$ cat config.mk
export PLATFORM = sky130hd
export DESIGN_NAME = mult_digit_seq
export DESIGN_NICKNAME = d
export VERILOG_FILES = /design/src/rtl/mult_digit_seq.sv
export SDC_FILE = /design/constraint.sdc
export NUM_CORES = 1
export LEC_CHECK = 0
export ABC_CLOCK_PERIOD_IN_PS = 4850
export CAP_MARGIN = 20
export CORE_AREA = 2 2 91 93
export DETAILED_ROUTE_END_ITERATION = 12
export DIE_AREA = 0 0 93 95
export HOLD_SLACK_MARGIN = 0.06
export PLACE_DENSITY = 0.58
export SLEW_MARGIN = 20
export SYNTH_ARGS = -nofsm -noshare
export SYNTH_HDL_FRONTEND = slang
export SYNTH_SLANG_ARGS = --single-unit
$ cat constraint.sdc
create_clock -name clk -period 4.85 [get_ports clk]
set_clock_uncertainty 0.05 [all_clocks]
set_input_delay 1.2125 -clock clk [delete_from_list [all_inputs] [get_ports clk]]
set_output_delay 1.2125 -clock clk [all_outputs]
set_load 0.03 [all_outputs]
$ cat src/rtl/mult_digit_seq.sv
// Purpose  : iterative unsigned WIDTH x WIDTH multiplier built from one 2x2 digit multiplier.
// Latency  : D*D cycles in CALC, then the product is presented in DONE (accept edge counts as edge 1,
//            so out_valid is seen D*D+1 edges later); initiation interval D*D+2.
// Backpress: product is held in DONE until out_ready; inputs are not accepted outside IDLE.
//
// Ports:
//   clk, rst_n           clock and synchronous active-low reset
//   in_valid / in_ready  operand handshake (a, b accepted in IDLE)
//   a, b                 WIDTH-bit unsigned operands
//   out_valid/out_ready  product handshake
//   product              2*WIDTH-bit unsigned a*b, holds last value outside DONE
//   busy                 high while an operation is in CALC or DONE
//
// WIDTH must be even and >= 2.

// 2-bit x 2-bit unsigned multiplier producing the full 4-bit product.
module mult_digit_mul2x2 (
   input  logic [1:0] x,
   input  logic [1:0] y,
   output logic [3:0] p
);
   assign p = {2'b00, x} * {2'b00, y};
endmodule

module mult_digit_seq #(
   parameter int WIDTH = 8
) (
   input  logic               clk,
   input  logic               rst_n,
   input  logic               in_valid,
   output logic               in_ready,
   input  logic [WIDTH-1:0]   a,
   input  logic [WIDTH-1:0]   b,
   output logic               out_valid,
   input  logic               out_ready,
   output logic [2*WIDTH-1:0] product,
   output logic               busy
);
   localparam int D  = WIDTH / 2;
   localparam int IW = (D > 1) ? $clog2(D) : 1;
   localparam int PW = 2 * WIDTH;

   localparam logic [IW-1:0] LAST = IW'(D - 1);

   localparam logic [1:0] IDLE = 2'd0;
   localparam logic [1:0] CALC = 2'd1;
   localparam logic [1:0] DONE = 2'd2;

   logic [1:0]       state;
   logic [WIDTH-1:0] a_q;
   logic [WIDTH-1:0] b_q;
   logic [PW-1:0]    acc;
   logic [PW-1:0]    prod_q;
   logic [IW-1:0]    i;
   logic [IW-1:0]    j;

   logic [1:0]       a_dig;
   logic [1:0]       b_dig;
   logic [3:0]       pp;
   logic [PW-1:0]    pp_ext;
   logic [IW:0]      dig_sum;
   logic [IW+1:0]    shamt;
   logic [PW-1:0]    acc_nxt;

   // Current digit pair; i walks the multiplicand, j the multiplier.
   assign a_dig = a_q[int'(i) * 2 +: 2];
   assign b_dig = b_q[int'(j) * 2 +: 2];

   mult_digit_mul2x2 u_mul (
      .x (a_dig),
      .y (b_dig),
      .p (pp)
   );

   // Digit weight is 4^(i+j), i.e. a left shift of 2*(i+j) bits.
   assign dig_sum = {1'b0, i} + {1'b0, j};
   assign shamt   = {dig_sum, 1'b0};

   always_comb begin
      pp_ext      = '0;
      pp_ext[3:0] = pp;
   end

   // The running sum is bounded by (2^WIDTH-1)^2, so it never wraps.
   assign acc_nxt = acc + (pp_ext << shamt);

   always_ff @(posedge clk) begin
      if (!rst_n) begin
         state  <= IDLE;
         a_q    <= '0;
         b_q    <= '0;
         acc    <= '0;
         prod_q <= '0;
         i      <= '0;
         j      <= '0;
      end else begin
         case (state)
            IDLE: begin
               if (in_valid) begin
                  a_q   <= a;
                  b_q   <= b;
                  acc   <= '0;
                  i     <= '0;
                  j     <= '0;
                  state <= CALC;
               end
            end
            CALC: begin
               acc <= acc_nxt;
               if (j == LAST) begin
                  j <= '0;
                  if (i == LAST) begin
                     // Final digit pair: publish the completed sum directly so the
                     // product register is valid on entry to DONE.
                     i      <= '0;
                     prod_q <= acc_nxt;
                     state  <= DONE;
                  end else begin
                     i <= i + IW'(1);
                  end
               end else begin
                  j <= j + IW'(1);
               end
            end
            DONE: begin
               // in_valid is deliberately not looked at here, even on the
               // handshake edge; a new operand waits for the IDLE cycle.
               if (out_ready) begin
                  state <= IDLE;
               end
            end
            default: begin
               state <= IDLE;
            end
         endcase
      end
   end

   // All outputs come from registers or from the state encoding alone.
   assign in_ready  = (state == IDLE);
   assign out_valid = (state == DONE);
   assign busy      = (state != IDLE);
   assign product   = prod_q;

endmodule

==> run metrics, run 1 <==
#FFs+latches synth=54; Internal=0.590 mW; Ys Warns=0; max layer used=met4; Max-Cap Viols=0; number of buffers added for setup after CTS=0; CTS Sinks=54; GR Overflow Total=0; syn_nets=420; RD Place Congestion=0.907; slew at the pin closest to its max-slew limit=0.622 ns; Tot GR Track Use=16.8%; Setup WS post-layout=0.947 ns; 1st-iter DRT viols=134; PortBufs=38; CTS buffer count=5; flop2flop setup slack=0.95 ns; vias in the first global route=2504; fill count=803; run status=completed; endpoints failing setup=0; M1 WL=3.34 mm; Root Buffer=clkbuf_8; Place WS=0.936 ns; crit path time final=3.90 ns; Worst EP required=5.05 ns; Antenna diodes=0; H-tree depth=2; Min Hold Slack=0.414 ns; total number of vias=2627; Hold Crit Start=b_q[6]; final routed DRC violation total=0; unrepaired setup endpoints after global routing=no; switch share=24.3%; Main synth FF type=dfxtp_1; FF-to-FF Start=j[0]; Startpoint Class=register; crit share post-route=80.5%; sequential share of the synthesized area=35.0%; initial core utilization=39.0%; setup TNS=0 ns; clk slew on worst S/H paths=0.09 ns; VDD IR-drop max=0.100 mV; largest net degree at the start of global routing=28; CTS tree=yes; CP arrival=4.10 ns; Total Wirelength=6.93 mm; Avg Synthesized Cell Area=8.20 um^2; Hold Crit Class=reg -> reg; die area=8840 um^2; DR WL met2=3.22 mm; DP HPWL=5.20 mm; DR pass1 iterations=4; initial antenna violation count=0; wire length per cell=13.5 um; DR WL met3=255 um; Final Hold Viols=0; P_sw=0.189 mW; Post-Syn Instances=377; crit end category=register; CTS Buffer Depth=2; Post-synth EDFFs=0; CP Launch Point=j[0]; post-synth cell types=48; mapped cell area=3090 um^2; die height=95 um; core region area=7930 um^2; Hold Buf Count CTS=0; Setup CP Type=reg -> reg; Clk pwr share=30.7%; slew margin rel.=58.6%; Antenna Violating Nets Remaining=0; post-CTS resize count=0; nets=450; Max Slew Vio Count=0; leak pwr=1.37 nW; dpl cell area=3560 um^2; final instance area=3640 um^2; Die X=93 um; vias per inst=5.13; row count=33; ratio of cells with drive above 1 in the final layout=5.65%; Layout area overhead=17.6%; first-pass GRT wire length=11.9 mm; I/O pin count=39; combinational power share=10.2%; FMAX=256 MHz; PwrDens=214 nW/um^2; ys async rst share=0%; worst skew pair latency=0.30 ns; crit-path max FO=6; Reg power frac=59.1%
==> power by group through the flow <==
| stage | combinational [mW] | sequential (mW) | clock [mW] |
|---|---|---|---|
| 6_report | 0.0791 | 0.460 | 0.239 |
| 5_1_grt | 0.0895 | 0.462 | 0.265 |
| 4_1_cts | 0.0805 | 0.460 | 0.248 |
| 3_5_place_dp | 0.0800 | 0.471 | 0 |
| 3_3_place_gp | 0.0799 | 0.471 | 0 |
| 2_1_floorplan | 0.0495 | 0.468 | 0 |
==> synth_stat cells (all sizes together), types with 5 or more instances <==
master / instances / area share, %
clkbuf: 17 / 2.1
nand2: 75 / 9.1
nor3: 6 / 1.1
nor2: 19 / 2.3
and3: 5 / 1.2
nand3: 20 / 3.2
xnor2: 6 / 1.7
ha: 21 / 8.5
o21ai: 22 / 3.8
dfxtp: 54 / 35
a21boi: 30 / 7.3
and2: 7 / 1.4
nor2b: 10 / 2.0
inv: 7 / 0.85
a21oi: 18 / 2.9
a31oi: 6 / 1.2
nand2b: 6 / 1.2
xor2: 5 / 1.4
==> logic make-up (layout without fill, tap and decap cells) <==
logic type	Yosys count	in the layout	share of synthesized area, %
XOR/XNOR	11	11	3.11
multiplexers	5	5	3.24
adder cells (fa/ha/maj)	23	23	9.79
AO/OA/AOI/OAI	99	99	21.5
flip-flops	54	54	35.0
buffers and inverters	27	57	3.48
AND/OR/NAND/NOR	158	158	23.9
==> registers in the layout, indices dropped and copies added, names as in the netlist <==
signal,cells
j,2
b_q,8
a_q,8
product,16
acc,16
i,2
state,2
==> critical path, stage by stage (launching register included) <==
cell      delay (ns)
dfxtp_1         0.47
mux4_2          0.55
and2_1          0.18
ha_1            0.19
ha_1            0.30
nor2b_1         0.14
a31oi_1         0.31
nor2_1          0.08
ha_1            0.35
o211ai_1        0.11
o21ai_2         0.22
nand4_1         0.13
and3_4          0.20
or4b_1          0.49
nand3_1         0.07
==> placed cells by master (no fill, tap or decap), types with 2 or more instances in the layout <==
master,count
a21boi_0,30
a21o_1,3
a21oi_1,18
a31o_2,2
a31oi_1,6
a32oi_1,2
and2_1,7
and3_1,4
buf_4,5
clkbuf_1,2
clkbuf_8,5
clkdlybuf4s50_1,38
dfxtp_1,54
fa_1,2
ha_1,21
inv_1,7
mux4_2,4
nand2_1,75
nand2b_1,6
nand3_1,20
nand3b_1,2
nand4_1,4
nor2_1,19
nor2b_1,10
nor3_1,5
o21a_1,3
o21ai_0,19
o21ai_2,2
o22ai_1,2
o31ai_1,2
xnor2_1,6
xor2_1,5
==> metrics by stage <==
step | cells | power (mW) | utilization (%)
3_5_place_dp | 505 | 0.551 | 44.9
2_1_floorplan | 377 | 0.518 | -
6_report | 512 | 0.778 | 45.9
4_1_cts | 512 | 0.789 | 45.9
5_1_grt | 512 | 0.816 | 45.9
3_3_place_gp | 505 | 0.551 | 44.9
==> final cells by class <==
type	count	area, um^2	share of cell area [%]
clock buffer	7	76.3	2.10
tap	105	131	3.61
sequential	54	1080	29.7
inverter	7	26.3	0.722
timing repair buffer	43	418	11.5
multi-input combinational	296	1900	52.4
==> per-layer routing <==
metal	up-vias	track usage [%]
li1	1387	-
met1	1177	22.3
met2	53	28.0
met3	10	2.87
met4	0	5.27
met5	-	0
==> final timing paths <==
check	cells past startpoint	to
worst max-delay path	14	product[11]
worst min-delay path	2	b_q[6]
worst max register to register	14	product[11]
worst min register to register	2	b_q[6]
Note: power is estimated with default switching activity, not from simulation.
==> run 2: changes to the inputs <==
- ABC_CLOCK_PERIOD_IN_PS: 4850 -> 3800
- clock period: 4.85 -> 3.8 ns (I/O delays scaled with it)
==> run 2 against run 1 <==
Against the previous run: first-iteration DRC count is 28% lower; die area did not move; worst hold slack worse by 0.00076 ns; design area rose by 3.5%.
==> run metrics, run 2 (synthesized netlist as in run 1, its figures left out) <==
run status=completed; Max Slew Vio Count=0; CTS tree=yes; largest net degree at the start of global routing=32; endpoints failing setup=0; Max-Cap Viols=0; 1st-iter DRT viols=96; CP Launch Point=i[0]; most common cell after layout, fill and taps aside=nand2_1; PortBufs=38; initial core utilization=39.0%; crit end category=register; leak pwr=1.43 nW; max incr delay on CP=0.53 ns; GR Overflow Total=0; Antenna Violating Nets Remaining=0; unrepaired setup endpoints after global routing=yes; FF-to-FF Start=i[0]; setup TNS=0 ns; Pwr Total=1.00 mW; Antenna diodes=0; clk slew on worst S/H paths=0.09 ns; Hold Crit Start=product[4]; CTS Buffer Depth=2; Startpoint Class=register; Hold Crit Class=reg -> reg; CP max stage cell=mux4_2; Tot GR Track Use=17.5%; first-pass GRT wire length=12.3 mm; final instance area=3760 um^2; vias per inst=5.18; FMAX=275 MHz; Crit path buffers/inverters=1; slew margin rel.=59.2%; CTS buffer count=5; Total Wirelength=7.35 mm; H-tree depth=2; DP HPWL=5.44 mm; CP arrival=3.83 ns; I/O pin count=39; Final Hold Viols=0; Setup CP Type=reg -> reg; nets=462; wire length per cell=14.0 um; worst skew pair latency=0.30 ns; Min Hold Slack=0.413 ns; Worst EP required=4.00 ns; CTS Sinks=54; crit path time final=3.63 ns; PwrDens=266 nW/um^2; VDD IR-drop max=0.129 mV; core region area=7930 um^2; crit-path max FO=6; CP Cell Sequence=mux4_2 -> and2_1 -> ha_1 -> ha_4 -> nor2b_1 -> a31oi_2 -> buf_4 -> nor2_1 -> ha_1 -> a21oi_1 -> o21ai_0 -> a31oi_1 -> o21ai_2 -> a311oi_1 -> nand3b_1; die height=95 um; Worst path most repeated cell=ha_1; crit share post-route=95.6%; RD Place Congestion=0.912; Layout area overhead=21.7%; vias in the first global route=2601; slew at the pin closest to its max-slew limit=0.612 ns; initial antenna violation count=0; ratio of cells with drive above 1 in the final layout=9.55%; fill count=814; most frequent cells in the layout=nand2_1 (75), dfxtp_1 (52), clkdlybuf4s50_1 (38); CP delay by family, top=compound AO/OA/AOI/OAI gates; row count=33; DR pass1 iterations=4; final routed DRC violation total=0; die area=8840 um^2; total number of vias=2714; Die X=93 um; dpl cell area=3620 um^2; Root Buffer=clkbuf_8
## run 2: routing by layer
metal	global-route usage, %	part of all wire (%)	vias up
met5	0	0	-
met1	22.5	49	1262
met4	4.78	0.80	0
met2	30.6	48	41
met3	2.71	2.5	5
li1	-	-	1406
## run 2: final timing paths
| kind | to | slack, ns | depth (start not counted) |
|---|---|---|---|
| worst max-delay path | acc[15] | 0.17 | 15 |
| worst min-delay path | product[4] | 0.41 | 2 |
| worst max register to register | acc[15] | 0.17 | 15 |
| worst min register to register | product[4] | 0.41 | 2 |
## run 2: final cells by class
cell class / instances / area, um^2 / area share, %
flip-flops and latches: 54 / 1080 / 28.8
inverters: 7 / 26.3 / 0.698
clock buffers: 7 / 76.3 / 2.03
repair buffers: 55 / 508 / 13.5
well taps: 105 / 131 / 3.49
multi-input cells: 296 / 1940 / 51.5
## run 2: worst register-to-register path, delay by kind of cell, from the launching register on
family | cells | cell delay (ns)
buf+inv | 1 | 0.16
flops | 1 | 0.37
fa+ha+maj | 3 | 0.82
compound gates | 6 | 1.19
simple gates | 4 | 0.48
mux | 1 | 0.53
## run 2: timing repair
action / 4_1_cts / 5_1_grt
gates resized for setup: 0 / 7
endpoints found under the setup margin: 0 / 19
hold buffers: 0 / 0
setup buffers: 0 / 4
## run 2: metrics by stage
step,util (%),instances,setup WS [ns]
2_1_floorplan,-,377,0.197
3_3_place_gp,45.7,513,0.0803
3_5_place_dp,45.7,513,0.0228
4_1_cts,46.6,520,0.00626
5_1_grt,47.5,524,-0.0150
6_report,47.5,524,0.167
## run 2: report_power, final
group | internal (mW) | switching (mW)
combinational | 0.0507 | 0.0581
clock | 0.128 | 0.177
sequential | 0.578 | 0.00826
==> RTL change 1, RTL diff (settings of run 1) <==
The parameter `WIDTH` goes from 8 to 4.
--- a/src/rtl/mult_digit_seq.sv
+++ b/src/rtl/mult_digit_seq.sv
@@ -24,5 +24,5 @@
 
 module mult_digit_seq #(
-   parameter int WIDTH = 8
+   parameter int WIDTH = 4
 ) (
    input  logic               clk,
Ports: changed (resized a, b and product); port bits go from 39 to 23. No check against the original RTL was run, so the function may have changed too.
==> RTL change 1 against run 1 <==
Count of clock-buffer cells in the layout fell by 3. Core utilization fell by 21 points. Cell area fell by 45%. Power fell by 44%. Wire length fell by 48%. Area after synthesis fell by 47%. Synthesized cell count fell by 46%. Largest cell class unchanged. Die area did not move. Sequential cell count fell by 26. Sequential share of layout area fell by 1.7 points. Setup slack improved by 0.62 ns. Critical endpoint is now acc[6]$_SDFFE_PN0P_.
==> RTL change 1: results <==
export IMPL_yosys_top_cells_area="dfxtp_1, nand2_1, a21boi_0, ha_1, mux2i_1"
export IMPL_grt_pass1_wl_mm=6.53
export IMPL_cts_made_buffers=3
export IMPL_max_stage_delay_ns=0.52
export IMPL_synth_xor_area_frac=0.0243
export IMPL_syn_num_nets=226
export IMPL_grt_usage=0.0902
export IMPL_synth_compound_area_frac=0.207
export IMPL_n_fill_cell=878
export IMPL_cp_max_fo=8
export IMPL_post_synth_top_area_fraction=0.340
export IMPL_io_buffers=22
export IMPL_pre_cts_ws_ns=1.60
export IMPL_drt_iter0_markers=120
export IMPL_wirelength_mm=3.58
export IMPL_reg2reg_depth=12
export IMPL_nNetsFinal=241
export IMPL_synth_cell_type_count=38
export IMPL_grt_max_degree=37
export IMPL_slew_headroom=0.365
export IMPL_clk_latency_ns=0.27
export IMPL_leakage_nw=0.743
export IMPL_outcome="completed"
export IMPL_num_vias=1409
export IMPL_synth_common_cells="nand2_1, dfxtp_1, a21boi_0"
export IMPL_synth_seq_area_share=0.340
## RTL change 1: kinds of logic (layout without fill, tap and decap cells)
logic type                 Yosys count  in the layout
AOI/OAI and AO/OA                   48             48
xor gates and xnor gates             3              3
adders and majority gates           11             11
buffers and inverters               17             31
DFF                                 28             28
muxes                                7              7
and+or+nand+nor                     89             89
## RTL change 1: layer usage
layer	wire (µm)	GRT usage
met5	0	0
met4	40	0.0221
met3	94	0.0152
met2	1570	0.148
met1	1870	0.124
## RTL change 1: worst paths after layout
kind | start | end | slack (ns)
worst max-delay path | j$_SDFFE_PN0P_ | acc[6]$_SDFFE_PN0P_ | 1.57
worst min-delay path | a_q[0]$_SDFFE_PN0P_ | a_q[0]$_SDFFE_PN0P_ | 0.42
worst max register to register | j$_SDFFE_PN0P_ | acc[6]$_SDFFE_PN0P_ | 1.57
worst min register to register | a_q[0]$_SDFFE_PN0P_ | a_q[0]$_SDFFE_PN0P_ | 0.42
## RTL change 1: cell type report
cell class | instances | area share
timing repair buffer | 22 | 0.108
multi-input combinational | 158 | 0.509
inverter | 5 | 0.00939
tap | 105 | 0.0657
clock buffer | 4 | 0.0275
sequential | 28 | 0.280
## RTL change 1: stage by stage
step | cells | util | hold slack (ns) | cell area, µm²
after floorplan | 203 | - | 0.393 | 1650
after global routing | 322 | 0.252 | 0.442 | 2000
after detailed placement | 318 | 0.246 | 0.414 | 1950
final | 322 | 0.252 | 0.420 | 2000
after CTS | 322 | 0.253 | 0.429 | 2000
after global placement | 318 | 0.246 | 0.406 | 1950
## RTL change 1: power by group
group | switching (mW) | leakage [nW] | internal [mW]
Sequential | 0.00538 | 0.227 | 0.235
Combinational | 0.0279 | 0.487 | 0.0217
Clock | 0.0739 | 0.0288 | 0.0727
==> RTL change 2, RTL diff (settings of run 1) <==
Made on the original files. Reset style: asynchronous (`rst_n`), changed in one clocked block. Comments in the files are not updated.
--- a/src/rtl/mult_digit_seq.sv
+++ b/src/rtl/mult_digit_seq.sv
@@ -85,5 +85,5 @@
    assign acc_nxt = acc + (pp_ext << shamt);
 
-   always_ff @(posedge clk) begin
+   always_ff @(posedge clk or negedge rst_n) begin
       if (!rst_n) begin
          state  <= IDLE;
Check against the original RTL: differs if rst_n is asserted again (counterexample within 4 cycles, from zero or initial values and one cycle with rst_n low); with rst_n held inactive, the same outputs for 10 cycles.
==> RTL change 2 against run 1 <==
Area after synthesis up 4.1%. Setup slack worse by 0.16 ns. Wire length down 2.0%. Cell area up 4.3%. Cell count down 7.8%. Non-clock buffer count down 1. Sequential cell count unchanged.
Power is left out: it rests on default switching activity, and per cell area and clock period it moved more than threefold.
==> RTL change 2: results <==
export IMPL_whs_ns=0.440
export IMPL_fin_cells=472
export IMPL_cts_root_buffer="clkbuf_8"
export IMPL_grt_max_degree=30
export IMPL_syn_num_nets=375
export IMPL_pre_cts_ws_ns=0.801
export IMPL_synth_common_cells="dfrtp_1, nand2_1, ha_1, nor2_1, o21ai_1"
export IMPL_cts_made_buffers=5
export IMPL_synth_cell_type_count=49
export IMPL_max_stage_delay_ns=0.56
export IMPL_synth_async_reset_ratio=1.00
export IMPL_clk_pin_slew_ns=0.10
export IMPL_met2_usage=0.281
export IMPL_dr_pass1_iters=4
export IMPL_wl_met2_mm=3.25
export IMPL_reg2reg_depth=14
export IMPL_met3_usage=0.0343
export IMPL_via_per_inst=5.32
export IMPL_diodes=0
export IMPL_yosys_top_cells_area="dfrtp_1, ha_1, nand2_1, mux2_2, o21ai_1"
export IMPL_io_buffers=38
export IMPL_wl_met3_um=211
export IMPL_cp_data_arrival_time_ns=4.19
export IMPL_r2r_setup_slack_ns=0.79
export IMPL_drive_gt1_frac=0.0926
export IMPL_critPathLaunch="i[0]$_DFFE_PN0P_"
export IMPL_placed_area_mm2=0.00370
export IMPL_outcome="completed"
export IMPL_synthAdderAreaFrac=0.0941
export IMPL_hold_class="reg2reg"
export IMPL_synth_cells=332
export IMPL_met1_length_mm=3.28
export IMPL_worstMarginPinSlew_ns=0.668
export IMPL_post_drt_wl_per_cell_um=14.4
export IMPL_highest_layer="met4"
export IMPL_nNetsFinal=409
export IMPL_cts_buffer_depth=2
export IMPL_synth_compound_area_frac=0.162
export IMPL_grt_usage=0.169
export IMPL_grt_pass1_wl_mm=11.7
export IMPL_clk_latency_ns=0.32
export IMPL_synth_seq_area_share=0.420
export IMPL_dp_hpwl_mm=5.18
export IMPL_holdPathEnd="product[9]$_DFFE_PN0P_"
export IMPL_top_usage_layer="met2"
export IMPL_min_delay_start="product[9]$_DFFE_PN0P_"
export IMPL_grt_pass1_vias=2464
export IMPL_path_delay_family="compound AO/OA/AOI/OAI gates"
export IMPL_drt_iter0_markers=97
export IMPL_met1_usage=0.226
export IMPL_dpl_cell_count=464
export IMPL_synth_mux_area_fraction=0.0964
export IMPL_gp_congestion=0.901
export IMPL_clock_fmax_mhz=246
export IMPL_r2r_end="acc[11]$_DFFE_PN0P_"
export IMPL_synth_xor_area_frac=0.0323
export IMPL_n_fill_cell=757
==> RTL change 2: changes by cell type in the layout (fill, tap and decap cells not counted), sizes merged, moves of 6 or more <==
| cell | before | now |
|---|---|---|
| dfrtp | 0 | 54 |
| nand3 | 20 | 8 |
| nand2 | 75 | 47 |
| nor2b | 10 | 4 |
| mux2 | 0 | 16 |
| dfxtp | 54 | 0 |
| a21boi | 30 | 0 |
| o22ai | 2 | 12 |
==> RTL change 2: final cells by class <==
cell class,instances,area (µm²),share of cell area
inverter,10,37.5,0.00989
timing repair buffer,42,405,0.107
clock buffer,5,68.8,0.0181
clock inverter,3,25.0,0.00659
tap,105,131,0.0346
multi-input combinational,253,1780,0.468
sequential,54,1350,0.356
==> RTL change 2: worst reg2reg max path, delay by kind of cell, from the launching register on <==
family          cells  cell delay [ns]
compound gates      5             1.00
fa+ha+maj           3             0.86
simple gates        4             0.79
mux                 1             0.57
flops               1             0.49
xor+xnor            1             0.17
